===== config.mk =====
export PLATFORM = sky130hd
export DESIGN_NAME = bin_clock_alarm_flat
export DESIGN_NICKNAME = d
export VERILOG_FILES = /design/src/rtl/bin_clock_alarm_if.sv /design/src/rtl/bin_clock_alarm.sv /design/src/flat_wrapper.sv
export SDC_FILE = /design/constraint.sdc
export NUM_CORES = 1
export LEC_CHECK = 0
export ABC_AREA = 1
export CAP_MARGIN = 40
export CORE_ASPECT_RATIO = 1.5
export CORE_MARGIN = 10
export CORE_UTILIZATION = 30
export DETAILED_ROUTE_END_ITERATION = 16
export GPL_ROUTABILITY_DRIVEN = 0
export PLACE_DENSITY = 0.5
export SLEW_MARGIN = 10
export SYNTH_ARGS = -nofsm -noshare
export SYNTH_HDL_FRONTEND = slang
export SYNTH_SLANG_ARGS = --single-unit

===== constraint.sdc =====
create_clock -name clk_i -period 2.1 [get_ports clk_i]
set_input_delay 0.315 -clock clk_i [delete_from_list [all_inputs] [get_ports clk_i]]
set_output_delay 0.315 -clock clk_i [all_outputs]
set_load 0.005 [all_outputs]

===== src/rtl/bin_clock_alarm_if.sv =====
// Pad-side control inputs and LED-side display outputs of the binary alarm clock.
// Latency: none; plain wires grouped for port hookup.
// Backpressure: none; display outputs are continuously valid.
interface bin_clock_alarm_if;
    logic [1:0] set_mode_i;
    logic [1:0] field_i;
    logic       inc_i;
    logic       dec_i;
    logic       mode24_i;
    logic       alarm_en_i;
    logic       alarm_ack_i;
    logic [4:0] hours_o;
    logic [5:0] minutes_o;
    logic [5:0] seconds_o;
    logic       pm_o;
    logic       tick_o;
    logic       alarm_o;

    modport master (
        output set_mode_i, field_i, inc_i, dec_i, mode24_i, alarm_en_i, alarm_ack_i,
        input  hours_o, minutes_o, seconds_o, pm_o, tick_o, alarm_o
    );

    modport slave (
        input  set_mode_i, field_i, inc_i, dec_i, mode24_i, alarm_en_i, alarm_ack_i,
        output hours_o, minutes_o, seconds_o, pm_o, tick_o, alarm_o
    );
endinterface


===== src/rtl/bin_clock_alarm.sv =====
// Binary time-of-day clock with edge-detected set buttons, 12h/24h display and hour:minute alarm.
// Latency: registered state, outputs valid one clk_i edge after the causing input; display map is combinational.
// Backpressure: none; buttons are sampled every cycle and outputs are always valid.
module bin_clock_alarm #(
    parameter int TICKS_PER_SEC = 100,
    parameter int ALARM_SECS    = 60
) (
    input  logic              clk_i,
    input  logic              reset_ni,
    bin_clock_alarm_if.slave  bus
);

    localparam int PW = (TICKS_PER_SEC > 1) ? $clog2(TICKS_PER_SEC) : 1;
    localparam logic [PW-1:0] PRE_LAST   = PW'(TICKS_PER_SEC - 1);
    localparam logic [7:0]    ALARM_LAST = 8'(ALARM_SECS - 1);

    localparam logic [1:0] MODE_RUN       = 2'b00;
    localparam logic [1:0] MODE_SET_TIME  = 2'b01;
    localparam logic [1:0] MODE_SET_ALARM = 2'b10;

    localparam logic [1:0] FIELD_SEC  = 2'b01;
    localparam logic [1:0] FIELD_MIN  = 2'b10;
    localparam logic [1:0] FIELD_HOUR = 2'b11;

    typedef enum logic {
        ALM_IDLE = 1'b0,
        ALM_RING = 1'b1
    } alm_state_t;

    // One wrap-around step of a field whose legal range is 0..top; no carry out.
    function automatic logic [5:0] step_field(input logic [5:0] v, input logic [5:0] top,
                                              input logic up, input logic dn);
        logic [5:0] r;
        r = v;
        if (up) begin
            r = (v == top) ? 6'd0 : v + 6'd1;
        end else if (dn) begin
            r = (v == 6'd0) ? top : v - 6'd1;
        end
        return r;
    endfunction

    logic [PW-1:0] presc, presc_n;
    logic [4:0]    hour, hour_n;
    logic [5:0]    minute, minute_n;
    logic [5:0]    second, second_n;
    logic [4:0]    alarm_h, alarm_h_n;
    logic [5:0]    alarm_m, alarm_m_n;
    logic [7:0]    alarm_cnt, alarm_cnt_n;
    alm_state_t    alm_state, alm_state_n;
    logic          tick_q;
    logic          inc_q, dec_q;

    logic          running;
    logic          tick_now;
    logic          inc_rise, dec_rise;
    logic          step_up, step_dn;
    logic          sec_wrap, min_wrap;
    logic [5:0]    adv_sec, adv_min;
    logic [4:0]    adv_hour;
    logic          alarm_hit;
    logic          alarm_clear;
    logic [4:0]    hours_disp;

    // Button edges and the running/tick condition for this cycle.
    always_comb begin
        running  = (bus.set_mode_i == MODE_RUN) || (bus.set_mode_i == MODE_SET_ALARM);
        tick_now = running && (presc == PRE_LAST);
        inc_rise = bus.inc_i & ~inc_q;
        dec_rise = bus.dec_i & ~dec_q;
        step_up  = inc_rise & ~dec_rise;
        step_dn  = dec_rise & ~inc_rise;
    end

    // Time of day one second ahead, with seconds/minutes/hours carries.
    always_comb begin
        sec_wrap  = (second == 6'd59);
        min_wrap  = (minute == 6'd59);
        adv_sec   = sec_wrap ? 6'd0 : second + 6'd1;
        adv_min   = minute;
        adv_hour  = hour;
        if (sec_wrap) begin
            adv_min = min_wrap ? 6'd0 : minute + 6'd1;
            if (min_wrap) begin
                adv_hour = (hour == 5'd23) ? 5'd0 : hour + 5'd1;
            end
        end
        alarm_hit = (adv_sec == 6'd0) && (adv_min == alarm_m) && (adv_hour == alarm_h);
    end

    // Prescaler runs only while time is running; frozen modes park it at zero.
    always_comb begin
        presc_n = '0;
        if (running && !tick_now) begin
            presc_n = presc + PW'(1);
        end
    end

    // Next time registers: tick advance, or single-field edits in set-time mode.
    always_comb begin
        second_n = second;
        minute_n = minute;
        hour_n   = hour;
        if (tick_now) begin
            second_n = adv_sec;
            minute_n = adv_min;
            hour_n   = adv_hour;
        end else if (bus.set_mode_i == MODE_SET_TIME) begin
            case (bus.field_i)
                FIELD_SEC:  second_n = step_field(second, 6'd59, step_up, step_dn);
                FIELD_MIN:  minute_n = step_field(minute, 6'd59, step_up, step_dn);
                FIELD_HOUR: hour_n   = 5'(step_field({1'b0, hour}, 6'd23, step_up, step_dn));
                default:    ;
            endcase
        end
    end

    // Next alarm setpoint; only minutes and hours are editable.
    always_comb begin
        alarm_m_n = alarm_m;
        alarm_h_n = alarm_h;
        if (bus.set_mode_i == MODE_SET_ALARM) begin
            case (bus.field_i)
                FIELD_MIN:  alarm_m_n = step_field(alarm_m, 6'd59, step_up, step_dn);
                FIELD_HOUR: alarm_h_n = 5'(step_field({1'b0, alarm_h}, 6'd23, step_up, step_dn));
                default:    ;
            endcase
        end
    end

    // Alarm next state: disarm/ack beats a trigger, a trigger beats the timeout count.
    always_comb begin
        alarm_clear = ~bus.alarm_en_i | bus.alarm_ack_i;
        alm_state_n = alm_state;
        alarm_cnt_n = alarm_cnt;
        if (alarm_clear) begin
            alm_state_n = ALM_IDLE;
        end else if (tick_now && alarm_hit) begin
            alm_state_n = ALM_RING;
            alarm_cnt_n = 8'd0;
        end else if ((alm_state == ALM_RING) && tick_now) begin
            if (alarm_cnt == ALARM_LAST) begin
                alm_state_n = ALM_IDLE;
            end else begin
                alarm_cnt_n = alarm_cnt + 8'd1;
            end
        end
    end

    // Alarm state register and its timeout counter.
    always_ff @(posedge clk_i or negedge reset_ni) begin
        if (!reset_ni) begin
            alm_state <= ALM_IDLE;
            alarm_cnt <= 8'd0;
        end else begin
            alm_state <= alm_state_n;
            alarm_cnt <= alarm_cnt_n;
        end
    end

    // Time, prescaler, setpoint and button history registers; history resets high so a held button is not a press.
    always_ff @(posedge clk_i or negedge reset_ni) begin
        if (!reset_ni) begin
            presc   <= '0;
            second  <= 6'd0;
            minute  <= 6'd0;
            hour    <= 5'd0;
            alarm_m <= 6'd0;
            alarm_h <= 5'd0;
            tick_q  <= 1'b0;
            inc_q   <= 1'b1;
            dec_q   <= 1'b1;
        end else begin
            presc   <= presc_n;
            second  <= second_n;
            minute  <= minute_n;
            hour    <= hour_n;
            alarm_m <= alarm_m_n;
            alarm_h <= alarm_h_n;
            tick_q  <= tick_now;
            inc_q   <= bus.inc_i;
            dec_q   <= bus.dec_i;
        end
    end

    // Display hour mapping: 24h passes through, 12h shows 12 for hours 0 and 12.
    always_comb begin
        hours_disp = hour;
        if (!bus.mode24_i) begin
            if (hour == 5'd0) begin
                hours_disp = 5'd12;
            end else if (hour > 5'd12) begin
                hours_disp = hour - 5'd12;
            end
        end
    end

    // Output drive; alarm_o is the registered ringing state.
    always_comb begin
        bus.hours_o   = hours_disp;
        bus.minutes_o = minute;
        bus.seconds_o = second;
        bus.pm_o      = (hour >= 5'd12);
        bus.tick_o    = tick_q;
        bus.alarm_o   = (alm_state == ALM_RING);
    end

endmodule


===== src/flat_wrapper.sv =====
// flat-port wrapper written by rule: the top's interface ports become plain ports
module bin_clock_alarm_flat 
#(
    parameter int TICKS_PER_SEC = 100,
    parameter int ALARM_SECS    = 60
)
  (clk_i, reset_ni, bus_set_mode_i, bus_field_i, bus_inc_i, bus_dec_i, bus_mode24_i, bus_alarm_en_i, bus_alarm_ack_i, bus_hours_o, bus_minutes_o, bus_seconds_o, bus_pm_o, bus_tick_o, bus_alarm_o);
  bin_clock_alarm_if bus_i ();
  input  logic clk_i;
  input  logic reset_ni;
  input wire logic [$bits(bus_i.set_mode_i)-1:0] bus_set_mode_i;
  input wire logic [$bits(bus_i.field_i)-1:0] bus_field_i;
  input wire logic [$bits(bus_i.inc_i)-1:0] bus_inc_i;
  input wire logic [$bits(bus_i.dec_i)-1:0] bus_dec_i;
  input wire logic [$bits(bus_i.mode24_i)-1:0] bus_mode24_i;
  input wire logic [$bits(bus_i.alarm_en_i)-1:0] bus_alarm_en_i;
  input wire logic [$bits(bus_i.alarm_ack_i)-1:0] bus_alarm_ack_i;
  output wire logic [$bits(bus_i.hours_o)-1:0] bus_hours_o;
  output wire logic [$bits(bus_i.minutes_o)-1:0] bus_minutes_o;
  output wire logic [$bits(bus_i.seconds_o)-1:0] bus_seconds_o;
  output wire logic [$bits(bus_i.pm_o)-1:0] bus_pm_o;
  output wire logic [$bits(bus_i.tick_o)-1:0] bus_tick_o;
  output wire logic [$bits(bus_i.alarm_o)-1:0] bus_alarm_o;
  assign bus_i.set_mode_i = bus_set_mode_i;
  assign bus_i.field_i = bus_field_i;
  assign bus_i.inc_i = bus_inc_i;
  assign bus_i.dec_i = bus_dec_i;
  assign bus_i.mode24_i = bus_mode24_i;
  assign bus_i.alarm_en_i = bus_alarm_en_i;
  assign bus_i.alarm_ack_i = bus_alarm_ack_i;
  assign bus_hours_o = bus_i.hours_o;
  assign bus_minutes_o = bus_i.minutes_o;
  assign bus_seconds_o = bus_i.seconds_o;
  assign bus_pm_o = bus_i.pm_o;
  assign bus_tick_o = bus_i.tick_o;
  assign bus_alarm_o = bus_i.alarm_o;
  bin_clock_alarm #(.TICKS_PER_SEC(TICKS_PER_SEC), .ALARM_SECS(ALARM_SECS)) u_core (.clk_i(clk_i), .reset_ni(reset_ni), .bus(bus_i));
endmodule

==> reports/metrics.cfg <==
[cells_and_area]
diodes = 0
drive_gt1_frac = 0.3020
seq_area_sq_mm = 0.001181
mostFrequentLayoutCell = nand2_1
area_growth_pct = 43.26
nets = 766
fin_area_sq_mm = 0.005867
fin_cells = 897
fillers = 1376
layout_common_cells = nand2_1 (120), buf_4 (107), inv_1 (63)
multi_input_area_sq_mm = 0.002820

[power]
p_per_area_mw_per_mm2 = 1032
switchingPower_mw = 2.684
p_leak_nw = 2.860
sw_frac_of_total = 0.4432
pwr-share-seq = 0.230
combPwrFrac = 0.632
power_mw = 6.057
clkPwrFrac = 0.138
p_int_mw = 3.372
ir_drop_uv = 448.2

[global_route]
grt_pass1_vias = 4358
grt-ovfl-total = 0
track_usage = 0.1379
antenna_found_initial = 0
grt_first_pass_wirelength_um = 20990
grt_max_degree = 28

[drt]
routed_wl_um = 13200
vias_per_cell = 4.959
vias = 4448
ant_nets = 0
drc = 0
wl_per_cell_um = 14.71
first_iter_violations = 145
drtPass1Iterations = 4

[sta]
setup_viol = 8
fin_hold_ws_ps = 3.331
tightest_slew_ps = 567.5
period_share = 1.034
max_freq_mhz = 460.4
final_max_slew_viol_count = 0
layout_setup_ws_ps = -72.07
finClkSkew_ps = 8.271
rsz0062_at_grt = yes
min_period_ps = 2172
relSlewSlack = 0.6212
hold_violations = 0

[floorplanning]
fp.coreArea_sq_mm = 0.01347
dieArea_sq_mm = 0.01882
die_y_um = 163.1
fp.dieW_um = 115.4
rows = 52
io_pins = 31
initial_core_util = 0.3041

[setup_path]
worst-path-max-fanout = 8
r2r_start = u_core.bus.seconds_o[0]
end_kind = register
path_class = reg2reg
required_ps = 2280
arrival_ps = 2360
rr_endpoint = u_core.alarm_cnt[7]
ff2ff_setup_slack_ps = -70
r2r_cells = 16
start_kind = register

[clock_tree]
root_buffer = clkbuf_16
cts_htree_levels = 2
clock_sinks = 47
cts.clk_slew.worst_paths_ps = 70
clockBufferDepth = 2
clk_latency_ps = 300
cts_buffers = 5
tritoncts = built

[synth]
synth_edf_count = 0
synth_area_leaders = dfrtp_1 (27%), nand2_1 (13%), nand3_1 (8.7%)
synth_cell_types = 44
ys_seq_elements = 47
ys_async_sr_fraction = 1.000
syn_area_sq_mm = 0.004095
syn_avg_cell_area_sq_um = 6.894
synth_top_area_cell = dfrtp_1
synthCells = 594
synth_flop_cell = dfrtp_1
yosys_warnings = 0
synth_top_area_share = 0.2750
syn_nets = 626
seq_area_frac_synth = 0.2878

[hold_path]
min_path_type = in2async

[status]
failed_checks = negative setup slack
run_status = finished, violations left

[run]
maxCapViolations = 0

[placed_design]
placedInstanceArea_sq_mm = 0.005270
io_buffers = 30
dp_cells = 870
dp_hpwl_um = 10200

power groups by stage:
stage	Clock, mW	Combinational, mW	Sequential [mW]
finish	0.836	3.83	1.39
global route	0.891	4.25	1.42
CTS	0.859	3.58	1.37
detailed placement	0	3.49	1.39
global placement	0	3.47	1.39
floorplan	0	1.93	1.38
worst max-delay path: stages, from the launching register on:
cell and delay, ps:
dfrtp_1 390, ha_4 170, nand3_4 80, nor2_8 180, buf_12 140, buf_4 120
nand3_1 70, nand3_1 80, nand2_2 70, nor2_2 120, nand3_2 110, nor2_4 130
nand2_4 90, nand2_4 100, nand2_8 80, nand2_2 100, nand2_2 50
worst max path at each step:
stage                            startpoint                      end  slack (ps)  depth (start not counted)
detailed placement                bus_inc_i  u_core.bus.seconds_o[4]        -270                          9
CTS                 u_core.bus.seconds_o[1]      u_core.alarm_cnt[7]         -60                         17
global placement                  bus_inc_i  u_core.bus.seconds_o[4]        -300                          9
finish              u_core.bus.seconds_o[0]      u_core.alarm_cnt[7]         -70                         16
global route        u_core.bus.seconds_o[0]      u_core.alarm_cnt[7]        -180                         16
floorplan           u_core.bus.seconds_o[0]      u_core.alarm_cnt[2]          30                         15
kinds of logic (layout without fill, tap and decap cells):
group	Yosys count	after routing	share of synthesized area
compound gates	77	77	0.1152
xor+xnor	25	25	0.05530
fa+ha+maj	21	21	0.06416
buf+inv	88	229	0.08494
flops	47	47	0.2878
simple gates	336	336	0.3926
registers in the layout (all words and copies together), names as in the netlist:
| signal | count |
|---|---|
| u_core.presc | 7 |
| u_core.bus.tick_o | 1 |
| u_core.bus.seconds_o | 6 |
| u_core.bus.minutes_o | 6 |
| u_core.alarm_m | 6 |
| u_core.bus.alarm_o | 1 |
| u_core.alarm_h | 5 |
| u_core.dec_q | 1 |
| u_core.alarm_cnt | 8 |
| u_core.hour | 5 |
| u_core.inc_q | 1 |
stage by stage:
step,util,worst slack [ps],setup TNS (ps)
floorplan,-,27.26,0
global placement,0.3913,-295.9,-2879
detailed placement,0.3913,-272.6,-3361
CTS,0.4112,-59.86,-404.8
global route,0.4356,-175.2,-1357
finish,0.4356,-72.07,-425.9
cells in the mapped netlist (all sizes together) (3+ instances only):
cell and n:
dfrtp 45, ha 21, o21ai 29, inv 75, o31ai 3, xnor2 5
a21oi 16, nor2 75, clkbuf 8, nand4 15, o221ai 5, buf 5
a31oi 6, nor3 9, xor2 20, a22oi 3, nand3 77, nand2 156
o211ai 5
metal layers:
metal	track usage	up-vias	part of all wire
met4	0.05202	0	0.023
met5	0	-	0
met1	0.1482	2104	0.39
li1	-	2240	-
met3	0.01542	18	0.032
met2	0.2645	86	0.55
what timing repair did:
item,4_1_cts,5_1_grt
resized for setup,23,65
pin swaps,3,29
hold buffers,0,0
cloned,0,2
setup buffers,9,9
setup endpoints to repair,13,23
area by class of cell:
| class | count | area share |
|---|---|---|
| clock buffer | 7 | 0.02431 |
| clock inverter | 1 | 0.0008531 |
| inverter | 75 | 0.04841 |
| multi-input combinational | 459 | 0.4807 |
| sequential | 47 | 0.2013 |
| tap | 162 | 0.03455 |
| timing repair buffer | 146 | 0.2099 |
Power figures use the tool's default switching activity.
